===== config.mk =====
export PLATFORM = sky130hd
export DESIGN_NAME = axis2bram_capture_flat
export DESIGN_NICKNAME = d
export VERILOG_FILES = /design/src/rtl/axis2bram_capture_if.sv /design/src/rtl/axis2bram_capture.sv /design/src/flat_wrapper.sv
export SDC_FILE = /design/constraint.sdc
export NUM_CORES = 1
export LEC_CHECK = 0
export BUFFER_PORTS_ARGS = -buffer_cell sky130_fd_sc_hd__buf_2
export CORE_UTILIZATION = 45
export CTS_CLUSTER_SIZE = 40
export DETAILED_ROUTE_END_ITERATION = 8
export MAX_ROUTING_LAYER = met4
export PLACE_DENSITY = 0.8
export SETUP_SLACK_MARGIN = 0.1
export SYNTH_ARGS = -nofsm -noshare
export SYNTH_HDL_FRONTEND = slang
export SYNTH_SLANG_ARGS = --single-unit

===== constraint.sdc =====
create_clock -name clk -period 3.9 [get_ports clk]
set_input_delay 0.78 -clock clk [delete_from_list [all_inputs] [get_ports clk]]
set_output_delay 0.78 -clock clk [all_outputs]
set_load 0.01 [all_outputs]

===== src/rtl/axis2bram_capture_if.sv =====
// AXI4-Stream beat channel feeding the capture stage.
// The master drives data/qualifiers and the slave returns tready.
interface axis2bram_capture_if #(
    parameter int unsigned MEM_WIDTH = 64
);
    logic [MEM_WIDTH-1:0]   tdata;
    logic [MEM_WIDTH/8-1:0] tkeep;
    logic                   tlast;
    logic                   tvalid;
    logic                   tready;

    modport master (
        output tdata,
        output tkeep,
        output tlast,
        output tvalid,
        input  tready
    );

    modport slave (
        input  tdata,
        input  tkeep,
        input  tlast,
        input  tvalid,
        output tready
    );
endinterface


===== src/rtl/axis2bram_capture.sv =====
// Captures one AXI4-Stream frame per start command into BRAM words 0.. with tkeep as byte enables.
// Beats past the memory depth are drained without writing and flagged as overflow.
module axis2bram_capture #(
    parameter int unsigned MEM_WIDTH = 64,
    parameter int unsigned MEM_SIZE  = 1024,
    localparam int unsigned AW       = $clog2(MEM_SIZE),
    localparam int unsigned KW       = MEM_WIDTH / 8
) (
    input  logic                   clk,
    input  logic                   rst,
    input  logic                   start,
    input  logic                   abort,
    axis2bram_capture_if.slave     s_axis,
    output logic                   bram_en,
    output logic [KW-1:0]          bram_we,
    output logic [AW-1:0]          bram_addr,
    output logic [MEM_WIDTH-1:0]   bram_din,
    input  logic [MEM_WIDTH-1:0]   bram_dout,
    output logic                   bram_clk,
    output logic                   bram_rst,
    output logic                   busy,
    output logic                   done,
    output logic                   overflow,
    output logic [AW:0]            count
);

    typedef enum logic [1:0] {
        StIdle,
        StCapture,
        StDiscard,
        StDone
    } state_e;

    // Count value just before the beat that lands on the last address.
    localparam logic [AW:0] LastCount = (AW+1)'(MEM_SIZE - 1);

    state_e                 state_q, state_d;
    logic                   tready_q, tready_d;
    logic                   busy_q, busy_d;
    logic                   done_q, done_d;
    logic [AW-1:0]          ptr_q, ptr_d;
    logic [AW:0]            count_q, count_d;
    logic                   overflow_q, overflow_d;
    logic                   bram_en_q;
    logic [KW-1:0]          bram_we_q;
    logic [AW-1:0]          bram_addr_q;
    logic [MEM_WIDTH-1:0]   bram_din_q;

    logic accept;
    logic wr;
    logic full;
    logic arm;

    assign accept = s_axis.tvalid && tready_q;
    assign wr     = accept && (state_q == StCapture);
    assign full   = (count_q == LastCount);
    assign arm    = (state_q == StIdle) && start && !abort;

    // State register
    always_ff @(posedge clk or posedge rst) begin
        if (rst) begin
            state_q <= StIdle;
        end else begin
            state_q <= state_d;
        end
    end

    // Next-state logic
    always_comb begin
        state_d = state_q;
        unique case (state_q)
            StIdle: begin
                if (start && !abort) begin
                    state_d = StCapture;
                end
            end
            StCapture: begin
                if (abort) begin
                    state_d = StIdle;
                end else if (accept) begin
                    if (s_axis.tlast) begin
                        state_d = StDone;
                    end else if (full) begin
                        state_d = StDiscard;
                    end
                end
            end
            StDiscard: begin
                if (abort) begin
                    state_d = StIdle;
                end else if (accept && s_axis.tlast) begin
                    state_d = StDone;
                end
            end
            StDone: begin
                state_d = StIdle;
            end
            default: begin
                state_d = StIdle;
            end
        endcase
    end

    // Status outputs are registered copies of the upcoming state's decode,
    // so they line up with state_q without any path from tvalid.
    always_comb begin
        tready_d = 1'b0;
        busy_d   = 1'b0;
        done_d   = 1'b0;
        unique case (state_d)
            StCapture, StDiscard: begin
                tready_d = 1'b1;
                busy_d   = 1'b1;
            end
            StDone: begin
                done_d = 1'b1;
            end
            default: begin
                tready_d = 1'b0;
            end
        endcase
    end

    always_ff @(posedge clk or posedge rst) begin
        if (rst) begin
            tready_q <= 1'b0;
            busy_q   <= 1'b0;
            done_q   <= 1'b0;
        end else begin
            tready_q <= tready_d;
            busy_q   <= busy_d;
            done_q   <= done_d;
        end
    end

    // Pointer, beat count and overflow flag
    always_comb begin
        ptr_d      = ptr_q;
        count_d    = count_q;
        overflow_d = overflow_q;
        if (arm) begin
            ptr_d      = '0;
            count_d    = '0;
            overflow_d = 1'b0;
        end
        if (wr) begin
            ptr_d   = ptr_q + AW'(1);
            count_d = count_q + (AW+1)'(1);
            if (!s_axis.tlast && !abort && full) begin
                overflow_d = 1'b1;
            end
        end
    end

    always_ff @(posedge clk or posedge rst) begin
        if (rst) begin
            ptr_q      <= '0;
            count_q    <= '0;
            overflow_q <= 1'b0;
        end else begin
            ptr_q      <= ptr_d;
            count_q    <= count_d;
            overflow_q <= overflow_d;
        end
    end

    // BRAM write port; address and data hold between writes
    always_ff @(posedge clk or posedge rst) begin
        if (rst) begin
            bram_en_q   <= 1'b0;
            bram_we_q   <= '0;
            bram_addr_q <= '0;
            bram_din_q  <= '0;
        end else begin
            bram_en_q <= wr;
            bram_we_q <= wr ? s_axis.tkeep : '0;
            if (wr) begin
                bram_addr_q <= ptr_q;
                bram_din_q  <= s_axis.tdata;
            end
        end
    end

    logic unused_dout;
    assign unused_dout = ^bram_dout;

    assign s_axis.tready = tready_q;
    assign bram_en       = bram_en_q;
    assign bram_we       = bram_we_q;
    assign bram_addr     = bram_addr_q;
    assign bram_din      = bram_din_q;
    assign bram_clk      = clk;
    assign bram_rst      = rst;
    assign busy          = busy_q;
    assign done          = done_q;
    assign overflow      = overflow_q;
    assign count         = count_q;

endmodule


===== src/flat_wrapper.sv =====
// flat-port wrapper written by rule: the top's interface ports become plain ports
module axis2bram_capture_flat 
#(
    parameter int unsigned MEM_WIDTH = 64,
    parameter int unsigned MEM_SIZE  = 1024,
    localparam int unsigned AW       = $clog2(MEM_SIZE),
    localparam int unsigned KW       = MEM_WIDTH / 8
)
  (clk, rst, start, abort, bram_en, bram_we, bram_addr, bram_din, bram_dout, bram_clk, bram_rst, busy, done, overflow, count, s_axis_tdata, s_axis_tkeep, s_axis_tlast, s_axis_tvalid, s_axis_tready);
  axis2bram_capture_if #(.MEM_WIDTH(MEM_WIDTH)) s_axis_i ();
  input  logic clk;
  input  logic rst;
  input  logic start;
  input  logic abort;
  output logic bram_en;
  output logic [KW-1:0] bram_we;
  output logic [AW-1:0] bram_addr;
  output logic [MEM_WIDTH-1:0] bram_din;
  input  logic [MEM_WIDTH-1:0] bram_dout;
  output logic bram_clk;
  output logic bram_rst;
  output logic busy;
  output logic done;
  output logic overflow;
  output logic [AW:0] count;
  input wire logic [$bits(s_axis_i.tdata)-1:0] s_axis_tdata;
  input wire logic [$bits(s_axis_i.tkeep)-1:0] s_axis_tkeep;
  input wire logic [$bits(s_axis_i.tlast)-1:0] s_axis_tlast;
  input wire logic [$bits(s_axis_i.tvalid)-1:0] s_axis_tvalid;
  output wire logic [$bits(s_axis_i.tready)-1:0] s_axis_tready;
  assign s_axis_i.tdata = s_axis_tdata;
  assign s_axis_i.tkeep = s_axis_tkeep;
  assign s_axis_i.tlast = s_axis_tlast;
  assign s_axis_i.tvalid = s_axis_tvalid;
  assign s_axis_tready = s_axis_i.tready;
  axis2bram_capture #(.MEM_WIDTH(MEM_WIDTH), .MEM_SIZE(MEM_SIZE)) u_core (.clk(clk), .rst(rst), .start(start), .abort(abort), .s_axis(s_axis_i), .bram_en(bram_en), .bram_we(bram_we), .bram_addr(bram_addr), .bram_din(bram_din), .bram_dout(bram_dout), .bram_clk(bram_clk), .bram_rst(bram_rst), .busy(busy), .done(done), .overflow(overflow), .count(count));
endmodule

==> out/results.txt <==
critical-path maximum fanout - 2
via count - 3784
WP data arrival - 2.30 ns
PwrDens - 654.7 mW/mm^2
setup slack after layout - 0.8197 ns
Synth Area in Simple Gates - 0.2747
Vias per Instance - 4.870
register share of total power - 0.467
Setup Buffers After CTS - 0
Port Buffers - 177
CP Class - clock port to output port
Switching Fraction - 0.3605
Area Growth Syn to Fin - 26.46%
post-synthesis mux area share - 0.01562
Seq/Total Area, Yosys - 0.6079
cts hold-fix bufs - 0
Avg WL per Cell - 13.09 um
Pint - 2.376 mW
Synth Area in Adders - 0.008366
Clk Latency, worst-skew pair - 0.48 ns
CTS clk-pin slew, worst paths - 0.09 ns
Seq cells post-synth - 109
Net Count, Synth - 614
Slew headroom - 0.2933
most frequent cell after synthesis - nand2_1
final slew viol count - 0
DR pass1 iterations - 4
YS warnings - 0
Clk pwr share - 0.208
share of layout cells above drive strength 1 - 0.3230
Die W - 101.9 um
RSZ-0062 raised after global routing - false
max cap viols - 0
Synth Instances - 469
largest family of logic cells by synthesized area - simple AND/OR/NAND/NOR gates
Top FF cell, synth - dfrtp_1
multi-input logic area - 0.001602 mm^2
Leak - 3.205 nW
setup violators final - 0
fillcell total - 855
post-synthesis cell area - 0.004487 mm^2
dpl ws - 1.055 ns
Gate power share - 0.325
Synth Area in XOR/XNOR - 0.001952
Distinct cells, synth - 45
final hold vios - 0
vias in the first global route - 3477
CP endpoint kind - output port
Reg2Reg Setup Slack - 1.96 ns
Synth area leaders - dfrtp_1 (61%), nand2_1 (19%), mux2i_1 (1.6%)
worst path required time - 3.12 ns
Min-Delay Path Class - input pin to asynchronous set/reset pin
Setup TNS - 0 ns
GR Util All Layers - 0.1992
Rows - 36
Peak VDD IR - 311.8 uV
slew of the pin with the lowest slew margin - 1.060 ns
asr flop ratio synth - 1.000
total gr overflow - 0
Compound-Gate Fraction of Synth Area - 0.05438
Die H - 101.9 um
largest net degree at the start of global routing - 105
Die Area - 0.01037 mm^2
initial antenna violation count - 0
Antenna Cells - 0
first-pass GRT wire length - 15450 um
Net Switching - 1.339 mW
DP Wirelength - 6957 um
final net count - 784
reg2reg path depth - 3
routed wire length - 10170 um
CP Launch Type - clock port
post-route ant nets - 0
EDFF count, synth - 0
commonest cells in the netlist - nand2_1 (231), dfrtp_1 (109), nand3_1 (13)
FF+latch area - 0.002728 mm^2
RePlAce Congestion - 0.7401
status - complete, no violations
worst reg2reg startpoint - u_core.state_q[0]
reg2reg end - u_core.count[3]
Initial Util - 0.4612
I/O pin cnt - 242
Resize count post-CTS - 0
total core area - 0.009729 mm^2
area share of the largest cell type after synthesis - 0.6079
Iteration-0 DRC Markers - 103
clk_skew - 0.008527 ns
Synth area leader - dfrtp_1
syn_area_per_cell - 9.567 um^2
# DRC - 0
TritonCTS clock tree - done
cell families after synthesis:
| logic type | count (synthesis) |
|---|---|
| and+or+nand+nor | 286 |
| DFF | 109 |
| AOI/OAI and AO/OA | 32 |
| buffers and inverters | 31 |
| muxes | 7 |
| adders and majority gates | 3 |
| xor gates and xnor gates | 1 |
per-stage QoR:
step | cell area [um^2] | hold WS, ns | utilization | total power, mW | std cells
2_1_floorplan | 4487 | 0.4481 | - | 2.464 | 469
3_3_place_gp | 5440 | 0.4518 | 0.5592 | 2.932 | 758
3_5_place_dp | 5440 | 0.4574 | 0.5592 | 3.001 | 758
4_1_cts | 5674 | 0.3853 | 0.5832 | 3.768 | 777
5_1_grt | 5674 | 0.4142 | 0.5832 | 3.989 | 777
6_report | 5674 | 0.3673 | 0.5832 | 3.715 | 777
sequential cells by signal (all words and copies together) (netlist names):
| signal | cells |
|---|---|
| u_core.bram_en | 1 |
| u_core.ptr_q | 10 |
| u_core.overflow | 1 |
| u_core.bram_addr | 10 |
| u_core.bram_we | 8 |
| u_core.s_axis.tready | 1 |
| u_core.count | 11 |
| u_core.bram_din | 64 |
| u_core.state_q | 2 |
| u_core.done | 1 |
cell type report:
cell class,instances,area share
Sequential cell,109,0.4807
Multi-Input combinational cell,329,0.2822
Timing Repair Buffer,181,0.1619
Clock buffer,16,0.03374
Tap cell,133,0.02933
Clock inverter,4,0.008379
Inverter,5,0.003749
worst max-delay path, stage by stage:
cell and delay, ns:
clkbuf_8 0.11, clkbuf_8 0.12, buf_2 0.13
metal layers:
metal | share of wire | vias to the layer above | track usage
li1 | - | 1854 | -
met1 | 0.44 | 1782 | 0.2270
met2 | 0.49 | 132 | 0.3368
met3 | 0.054 | 16 | 0.04378
met4 | 0.016 | 0 | 0.09011
met5 | 0 | - | -
power by group through the flow:
stage          clock network (mW)  logic (mW)  registers, mW
2_1_floorplan              0.0211       0.524           1.92
3_3_place_gp               0.0155        1.18           1.73
3_5_place_dp               0.0155        1.23           1.76
4_1_cts                     0.799        1.23           1.74
5_1_grt                     0.838        1.37           1.78
6_report                    0.771        1.21           1.73
cell usage in the layout (no fill, tap or decap), drive strengths merged:
master / n
a211o: 1
a21boi: 2
a21o: 2
a21oi: 7
a22o: 3
a2bb2oi: 2
and2: 9
and2b: 1
and3: 1
and4: 1
and4b: 1
buf: 182
bufinv: 1
clkbuf: 15
clkinv: 2
clkinvlp: 1
dfrtp: 109
ha: 3
inv: 5
mux2i: 7
nand2: 231
nand2b: 2
nand3: 13
nand4: 4
nand4b: 2
nor2: 5
nor3: 2
nor3b: 2
nor4: 4
nor4b: 2
o211ai: 4
o21ai: 5
o311ai: 2
o31ai: 1
o41ai: 3
or3: 2
or4: 3
or4b: 1
xnor2: 1
worst max-delay path by stage:
stage	slack [ns]	start	to
finish	0.82	clk	bram_clk
global route	0.80	clk	bram_clk
CTS	0.81	clk	bram_clk
detailed placement	1.06	clk	bram_clk
global placement	1.06	clk	bram_clk
floorplan	0.25	rst	u_core.bram_addr[0]
No activity file was read; power rests on OpenSTA's default activity.
